[config.mk]
export PLATFORM = sky130hd
export DESIGN_NAME = seg7_decoder
export DESIGN_NICKNAME = d
export VERILOG_FILES = /design/src/rtl/seg7_decoder.sv
export SDC_FILE = /design/constraint.sdc
export NUM_CORES = 1
export LEC_CHECK = 0
export BUFFER_PORTS_ARGS = -buffer_cell sky130_fd_sc_hd__buf_2
export CAP_MARGIN = 5
export CORE_MARGIN = 2
export CORE_UTILIZATION = 40
export DETAILED_ROUTE_END_ITERATION = 12
export PLACE_DENSITY = 0.57
export REMOVE_ABC_BUFFERS = 1
export SYNTH_ARGS = -nofsm -noshare
export SYNTH_HDL_FRONTEND = slang
export SYNTH_SLANG_ARGS = --single-unit
[constraint.sdc]
create_clock -name clk -period 2.5 [get_ports clk]
set_input_delay 0.25 -clock clk [delete_from_list [all_inputs] [get_ports clk]]
set_output_delay 0.25 -clock clk [all_outputs]
set_load 0.03 [all_outputs]
[src/rtl/seg7_decoder.sv]
// seg7_decoder: scans eight active-low seven-segment patterns until a stable snapshot is seen, then decodes it to BCD
// Ports:
//   clk, rst_n           clock, asynchronous active-low reset
//   start                begin one decode operation (honoured only when idle)
//   hex0..hex7           seven-segment patterns, active-low, bit0=a .. bit6=g
//   busy, done           operation in progress / one-cycle completion pulse
//   digit0..digit7       decoded BCD per pattern (4'hF when illegal)
//   err_mask             bit k set when hexk was illegal in the accepted snapshot
//   valid, timeout       snapshot fully legal and stable / gave up after MAX_SCANS
module seg7_decoder #(
    parameter int STABLE_SCANS = 2,
    parameter int MAX_SCANS    = 8
) (
    input  logic       clk,
    input  logic       rst_n,
    input  logic       start,
    input  logic [6:0] hex0,
    input  logic [6:0] hex1,
    input  logic [6:0] hex2,
    input  logic [6:0] hex3,
    input  logic [6:0] hex4,
    input  logic [6:0] hex5,
    input  logic [6:0] hex6,
    input  logic [6:0] hex7,
    output logic       busy,
    output logic       done,
    output logic [3:0] digit0,
    output logic [3:0] digit1,
    output logic [3:0] digit2,
    output logic [3:0] digit3,
    output logic [3:0] digit4,
    output logic [3:0] digit5,
    output logic [3:0] digit6,
    output logic [3:0] digit7,
    output logic [7:0] err_mask,
    output logic       valid,
    output logic       timeout
);
    typedef enum logic [1:0] {IDLE, SCAN, CHECK, DONE} state_t;

    localparam logic [3:0] STABLE_N = 4'(STABLE_SCANS);
    localparam logic [3:0] MAX_N    = 4'(MAX_SCANS);

    state_t           state_q, state_d;
    logic [2:0]       idx_q, idx_d;
    logic [3:0]       scan_cnt_q, scan_cnt_d;
    logic [3:0]       stable_cnt_q, stable_cnt_d;
    logic [7:0][6:0]  cur_q, cur_d;
    logic [7:0][6:0]  prev_q, prev_d;
    logic [7:0][3:0]  digit_q, digit_d;
    logic [7:0]       err_q, err_d;
    logic             valid_q, valid_d;
    logic             timeout_q, timeout_d;
    logic             busy_q, busy_d;
    logic             done_q, done_d;
    logic [7:0][6:0]  hex;
    logic [7:0][3:0]  dec;
    logic [7:0]       bad;

    function automatic logic [3:0] seg_dec(input logic [6:0] p);
        case (p)
            7'h40:   seg_dec = 4'd0;
            7'h79:   seg_dec = 4'd1;
            7'h24:   seg_dec = 4'd2;
            7'h30:   seg_dec = 4'd3;
            7'h19:   seg_dec = 4'd4;
            7'h12:   seg_dec = 4'd5;
            7'h02:   seg_dec = 4'd6;
            7'h78:   seg_dec = 4'd7;
            7'h00:   seg_dec = 4'd8;
            7'h10:   seg_dec = 4'd9;
            default: seg_dec = 4'hF;
        endcase
    endfunction

    assign hex = {hex7, hex6, hex5, hex4, hex3, hex2, hex1, hex0};

    always_comb begin
        for (int i = 0; i < 8; i++) begin
            dec[i] = seg_dec(cur_q[i]);
            bad[i] = dec[i] == 4'hF;
        end
    end

    always_comb begin
        state_d      = state_q;
        idx_d        = idx_q;
        scan_cnt_d   = scan_cnt_q;
        stable_cnt_d = stable_cnt_q;
        cur_d        = cur_q;
        prev_d       = prev_q;
        digit_d      = digit_q;
        err_d        = err_q;
        valid_d      = valid_q;
        timeout_d    = timeout_q;
        unique case (state_q)
            IDLE: begin
                if (start) begin
                    state_d      = SCAN;
                    idx_d        = '0;
                    scan_cnt_d   = '0;
                    stable_cnt_d = '0;
                end
            end
            SCAN: begin
                cur_d[idx_q] = hex[idx_q];
                idx_d        = idx_q + 3'd1;
                state_d      = (idx_q == 3'd7) ? CHECK : SCAN;
            end
            CHECK: begin
                scan_cnt_d   = scan_cnt_q + 4'd1;
                // A first scan has nothing to compare against, so it always restarts the run
                stable_cnt_d = (scan_cnt_q == 4'd0 || cur_q != prev_q) ? 4'd1 : stable_cnt_q + 4'd1;
                prev_d       = cur_q;
                idx_d        = '0;
                if (stable_cnt_d == STABLE_N || scan_cnt_d == MAX_N) begin
                    state_d   = DONE;
                    timeout_d = stable_cnt_d != STABLE_N;
                    digit_d   = dec;
                    err_d     = bad;
                    valid_d   = (bad == 8'h00) && (stable_cnt_d == STABLE_N);
                end else begin
                    state_d = SCAN;
                end
            end
            DONE: state_d = IDLE;
        endcase
        busy_d = (state_d == SCAN) || (state_d == CHECK);
        done_d = state_d == DONE;
    end

    always_ff @(posedge clk or negedge rst_n) begin
        if (!rst_n) begin
            state_q      <= IDLE;
            idx_q        <= '0;
            scan_cnt_q   <= '0;
            stable_cnt_q <= '0;
            cur_q        <= '0;
            prev_q       <= '0;
            digit_q      <= '0;
            err_q        <= '0;
            valid_q      <= 1'b0;
            timeout_q    <= 1'b0;
            busy_q       <= 1'b0;
            done_q       <= 1'b0;
        end else begin
            state_q      <= state_d;
            idx_q        <= idx_d;
            scan_cnt_q   <= scan_cnt_d;
            stable_cnt_q <= stable_cnt_d;
            cur_q        <= cur_d;
            prev_q       <= prev_d;
            digit_q      <= digit_d;
            err_q        <= err_d;
            valid_q      <= valid_d;
            timeout_q    <= timeout_d;
            busy_q       <= busy_d;
            done_q       <= done_d;
        end
    end

    assign busy     = busy_q;
    assign done     = done_q;
    assign digit0   = digit_q[0];
    assign digit1   = digit_q[1];
    assign digit2   = digit_q[2];
    assign digit3   = digit_q[3];
    assign digit4   = digit_q[4];
    assign digit5   = digit_q[5];
    assign digit6   = digit_q[6];
    assign digit7   = digit_q[7];
    assign err_mask = err_q;
    assign valid    = valid_q;
    assign timeout  = timeout_q;
endmodule

[Yosys cells after proc, flatten, opt, wreduce, memory -nomap -nowiden]
Index checks and enable logic that the tools add are counted.
Cells by class
  equality and inequality tests: 92
  reduce and logical (&&, ||, !) cells: 21
  muxes and demuxes: 23
  order comparisons: 2
  $add $sub $neg: 3
Operators by type and width (count)
  one-hot mux 4 bit (10 select lines): 8
  equality test 7 x 5 -> 1 bit, second input constant: 24
  equality test 7 bit, second input constant: 24
  equality test 7 x 6 -> 1 bit, second input constant: 16
  bitwise mux 56 bit: 1
  equality test 7 x 2 -> 1 bit, second input constant: 8
  zero test 7 bit: 8
  != test 56 bit: 1
  equality test 4 bit, second input constant: 9
  binary-select mux 7 bit (select 3 bit): 1
  demux 7 bit (select 3 bit): 1
  one-hot mux 4 bit (2 select lines): 2
  2-to-1 mux 7 bit: 2
  one-hot mux 3 bit (3 select lines): 1
  adder 4 x 1 -> 4 bit, second input constant: 2
  equality test 2 bit, second input constant: 4
  zero test 8 bit: 1
  2-to-1 mux 4 bit: 2
  one-hot mux 2 bit (4 select lines): 1
  2-to-1 mux 2 bit: 3
  AND reduction 2 bit: 3
  equality test 2 x 1 -> 1 bit, second input constant: 2
  equality test 4 x 2 -> 1 bit, second input constant: 1
  zero test 4 bit: 1
  other kinds (12): 15
Word-level totals
  output and inout port bits: 44
  input port bits: 59
  logic and storage cells: 174
  register bits after elaboration: 169

[Logic depth before layout (Yosys ltp)]
  depth after elaboration: 9
  gate-level depth with buffers: 9
  mapped depth without buffers: 8

[Worst setup path before layout]
Ideal clock, no wire load.
  path kind: reg-to-reg
  from: register cur_q[30] in the netlist's numbering
  to: register busy_q, in the netlist busy
  required time: 2.374 ns
  clock period less this slack: 2.552 ns
  path buffers: 2
  data arrival time: 2.426 ns
  setup time: 0.126 ns
  cell stages (with the launch flop): 10
  slack: -0.052 ns
  cell sequence: dfrtp_1 buf_6 xor2_1 a2111oi_2 nand3_1 or4_4 o21ai_4 buf_6 o21a_1 ha_1
On the way
  longest elaborated chain between the ends: 9
  elaborated cells between the ends (all ways): 10
  those cells by class: eq/ne: 4; mux: 3; reduce/logical: 3
Ends and longest elaborated chain
  start: declaration: line 48  | logic [7:0][6:0] cur_q, cur_d;
  start signal: assignment: line 151  | cur_q <= cur_d;
  != test 56 bit *: line 113  | stable_cnt_d = (scan_cnt_q == 4'd0 || cur_q != prev_q) ? 4'd1 : stable_cnt_q + 4'd1;
  logical OR 1 bit *: line 113
  2-to-1 mux 4 bit *: line 113
  equality test 4 x 2 -> 1 bit *: line 116  | if (stable_cnt_d == STABLE_N || scan_cnt_d == MAX_N) begin
  logical OR 1 bit *: line 116
  2-to-1 mux 2 bit *: line 116
  one-hot mux 2 bit (4 select lines) *: line 96  | unique case (state_q)
  equality test 2 x 1 -> 1 bit or equality test 2 bit (tied branches): line 128  | busy_d = (state_d == SCAN) || (state_d == CHECK);
  logical OR 1 bit *: line 128
  net busy_d: line 54  | logic busy_q, busy_d;
  end signal: assignment: line 157  | busy_q <= busy_d;
  end: declaration: line 54
Mark *: on every way through the listed nets, which the timed path passes. The rest lies on a longest branch.
A chain may end at the register's enable or synchronous reset.

[Worst setup path after layout]
  from: register prev_q[13] in the netlist's numbering
  to: register digit_q (netlist bit digit7[0])
On the way
  longest elaborated chain between the ends: 6
Ends and longest elaborated chain
  start: declaration: line 49  | logic [7:0][6:0] prev_q, prev_d;
  start signal: assignment: line 152  | prev_q <= prev_d;
  != test 56 bit: line 113
  logical OR 1 bit: line 113
  2-to-1 mux 4 bit: line 113
  equality test 4 x 2 -> 1 bit: line 116
  logical OR 1 bit: line 116
  AND reduction 2 bit (no source line)
  end signal: assignment: line 153  | digit_q <= digit_d;
  end: declaration: line 50  | logic [7:0][3:0] digit_q, digit_d;
No other way between the ends.

==> results.yml <==
clock_tree:
  clk_transition_reported_paths_ns: 0.07
  clock_sink_count: 169
  clk_path_buf_depth: 2
  clock_tree_from_tritoncts: "built"
  clockRootBuffer: "sky130_fd_sc_hd__clkbuf_16"
  cts_buffer_count: 17
  htree_levels: 4
  clkLatencyLatePin_ns: 0.44
global_route:
  global_route_wire_length_before_repair_um: 36200
  global_route_total_usage_across_every_layer: 0.193
  via_count_of_the_first_global_routing_pass: 6699
  grt_max_degree: 71
  overflow: 0
  grt_antenna_before_repair: 0
routing:
  dr_total_vias: 7063
  drtPass1Iterations: 5
  detail_route.wirelength_um: 22900
  drt_iter0_drc: 340
  route.antenna.remaining_nets: 0
  routedWlPerCell_um: 17.2
  drt_drc_violations_left: 0
  viasPerCell: 5.31
synth:
  synth_largest_type_area_fraction: 0.456
  synth_sequential_area_ratio: 0.456
  synth_seq_cells: 169
  proportion_of_register_bits_with_asynchronous_set_or_reset_after_synthesis: 1.00
  synth_cells: 883
  syn-cell-area_mm2: 0.00928
  yosys.area.top_type: "sky130_fd_sc_hd__dfrtp_1"
  synthesis.area_per_instance_um2: 10.5
  synthesis.yosys.warnings: 0
  yosys_most_used_dff: "sky130_fd_sc_hd__dfrtp_1"
  post_synth_main_area_contributors: "sky130_fd_sc_hd__dfrtp_1 46%, sky130_fd_sc_hd__mux2_2 7.3%, sky130_fd_sc_hd__xor2_1 5.4%"
  ys_types: 68
  synth-edff-count: 0
min_path:
  hold_start: "start"
  min_to: "scan_cnt_q[3]"
  min-delay-path-class: "input port to flop"
  hold_depth: 4
finish:
  utilization: 0.500
  number_of_nets_in_the_final_layout: 1100
  area_delta_synth_final_pct: 22.5
  fill_cell_count: 2120
  final_common_cell: "sky130_fd_sc_hd__dfrtp_1"
  multi_input_comb_area_mm2: 0.00463
  mostFrequentLayoutCells: "169 x sky130_fd_sc_hd__dfrtp_1, 101 x sky130_fd_sc_hd__buf_2, 101 x sky130_fd_sc_hd__buf_4, 71 x sky130_fd_sc_hd__nand2_1, 62 x sky130_fd_sc_hd__nor2_1"
  antenna_cells_inserted: 0
  post_route_cells_drive_above_1_share: 0.335
  seqCellArea_mm2: 0.00423
sta:
  setup_violations: 37
  fin_skew_ns: 0.0154
  layout_worst_path_cycle_share: 1.05
  final.min_clock_period_ns: 2.63
  finalHoldWorstSlack_ns: 0.235
  max_clock_freq_mhz: 380
  postLayoutSetupSlackWorst_ns: -0.130
  setup-tns-final_ns: -3.58
  grt_setup_unrepaired: "true"
  slew-limit-headroom: 0.539
  final_number_of_max_transition_violations: 0
  timing.final.hold_violations: 0
  worstMarginPinSlew_ns: 0.683
critical_path:
  regToRegEndpoint: "digit7[0]"
  cpMaxStageDelayCell: "sky130_fd_sc_hd__or4_4"
  worst_ep_arrival_time_ns: 2.95
  path_class: "flop to flop"
  reg2reg_depth: 9
  worst-path-max-fanout: 11
  end_kind: "flop"
  required_time_at_the_worst_slack_endpoint_ns: 2.83
  path_common_cell: "sky130_fd_sc_hd__buf_4"
  worstPathCellList: "xor2_1, nor4_2, buf_4, nand4_1, or4_4, o21ai_4, buf_4, buf_12, mux2_2"
  cp_slowest_stage_delay_ns: 0.49
  reg2reg_from: "prev_q[13]"
  regToRegSetupSlack_ns: -0.13
  critPathLaunchType: "flop"
pwr:
  ratio_of_total_power_to_cell_area_mw_per_mm2: 556
  static_leakage_nw: 5.10
  max-vdd-ir-drop_v: 0.000473
floorplan:
  boundaryPins: 103
  row_count: 55
  die-area_mm2: 0.0244
  floorplan.die.height_um: 156
  starting_density: 0.409
  fp.dieW_um: 156
  core-area_mm2: 0.0227
run_status:
  status: "finished, violations left"
  violated_checks: "negative setup slack"
placement:
  portBuffers: 102
  place_congestion: 0.805
  hpwl_um: 15800
flow_run:
  maxCapViolations: 0
-- worst max path at each step --
stage | from | end | slack, ns | depth (start not counted)
2_1_floorplan | state_q[0] | digit7[0] | -1.66 | 5
3_3_place_gp | cur_q[37] | digit7[0] | -0.29 | 8
3_5_place_dp | prev_q[13] | digit7[0] | -0.31 | 8
4_1_cts | cur_q[44] | digit7[0] | -0.16 | 9
6_report | prev_q[13] | digit7[0] | -0.13 | 9
5_1_grt | prev_q[13] | digit2[3] | -0.24 | 9
-- stage by stage --
| stage | power (mW) | cell area, um^2 | setup slack (ns) | instances |
|---|---|---|---|---|
| floorplan | 3.25 | 8900 | -1.66 | 801 |
| finish | 6.32 | 11400 | -0.130 | 1330 |
| global placement | 3.57 | 10600 | -0.292 | 1288 |
| global route | 6.59 | 11400 | -0.245 | 1330 |
| detailed placement | 3.58 | 10600 | -0.312 | 1288 |
| CTS | 6.40 | 11300 | -0.158 | 1329 |
-- cell usage after synthesis, types with 20 or more instances --
cell and number:
sky130_fd_sc_hd__dfrtp_1 169, sky130_fd_sc_hd__nand2_1 71, sky130_fd_sc_hd__clkbuf_1 63, sky130_fd_sc_hd__nor2_1 62
sky130_fd_sc_hd__mux2_2 60, sky130_fd_sc_hd__xor2_1 57, sky130_fd_sc_hd__o21ai_0 46, sky130_fd_sc_hd__a21oi_1 41
sky130_fd_sc_hd__mux2i_1 24, sky130_fd_sc_hd__inv_1 22, sky130_fd_sc_hd__nand3_1 21, sky130_fd_sc_hd__mux2_4 20
-- what timing repair did --
item,CTS,global route
hold buffers,1,0
buffers inserted,7,0
gates cloned,1,1
hold endpoints to repair,47,0
pin swaps,4,1
gates resized for setup,4,3
setup endpoints to repair,44,44
-- area by class of cell --
class | count | area share
clock inverters | 10 | 0.0124
well taps | 285 | 0.0314
flip-flops and latches | 169 | 0.372
inverters | 22 | 0.00727
clock buffers | 22 | 0.0417
repair buffers | 212 | 0.128
multi-input cells | 610 | 0.407
-- critical path: cells and delay by family, from the launching register on --
family,cells,cell delay [ns]
DFF,1,0.38
AOI/OAI and AO/OA,1,0.15
xor gates and xnor gates,1,0.17
and+or+nand+nor,3,1.00
muxes,1,0.34
buffers and inverters,3,0.47
-- logic make-up (layout without fill, tap and decap cells) --
| kind of cell | Yosys count | in the layout | synth area share |
|---|---|---|---|
| muxes | 122 | 122 | 0.170 |
| adders and majority gates | 9 | 9 | 0.0121 |
| AOI/OAI and AO/OA | 151 | 151 | 0.105 |
| DFF | 169 | 169 | 0.456 |
| and+or+nand+nor | 263 | 263 | 0.147 |
| xor gates and xnor gates | 65 | 65 | 0.0614 |
| buffers and inverters | 104 | 266 | 0.0491 |
-- where the power goes --
part	internal, mW	total [mW]	switching (mW)
sequential	2.83	2.89	0.0613
combinational	0.289	0.648	0.358
clock	1.66	2.78	1.13
-- routing by layer --
layer / wire length [um] / track usage / part of all wire
met5: 0 / 0 / 0
met4: 395 / 0.0590 / 0.017
met3: 782 / 0.0343 / 0.034
met2: 10800 / 0.311 / 0.47
met1: 10900 / 0.267 / 0.48
(Power assumes the default switching activity.)
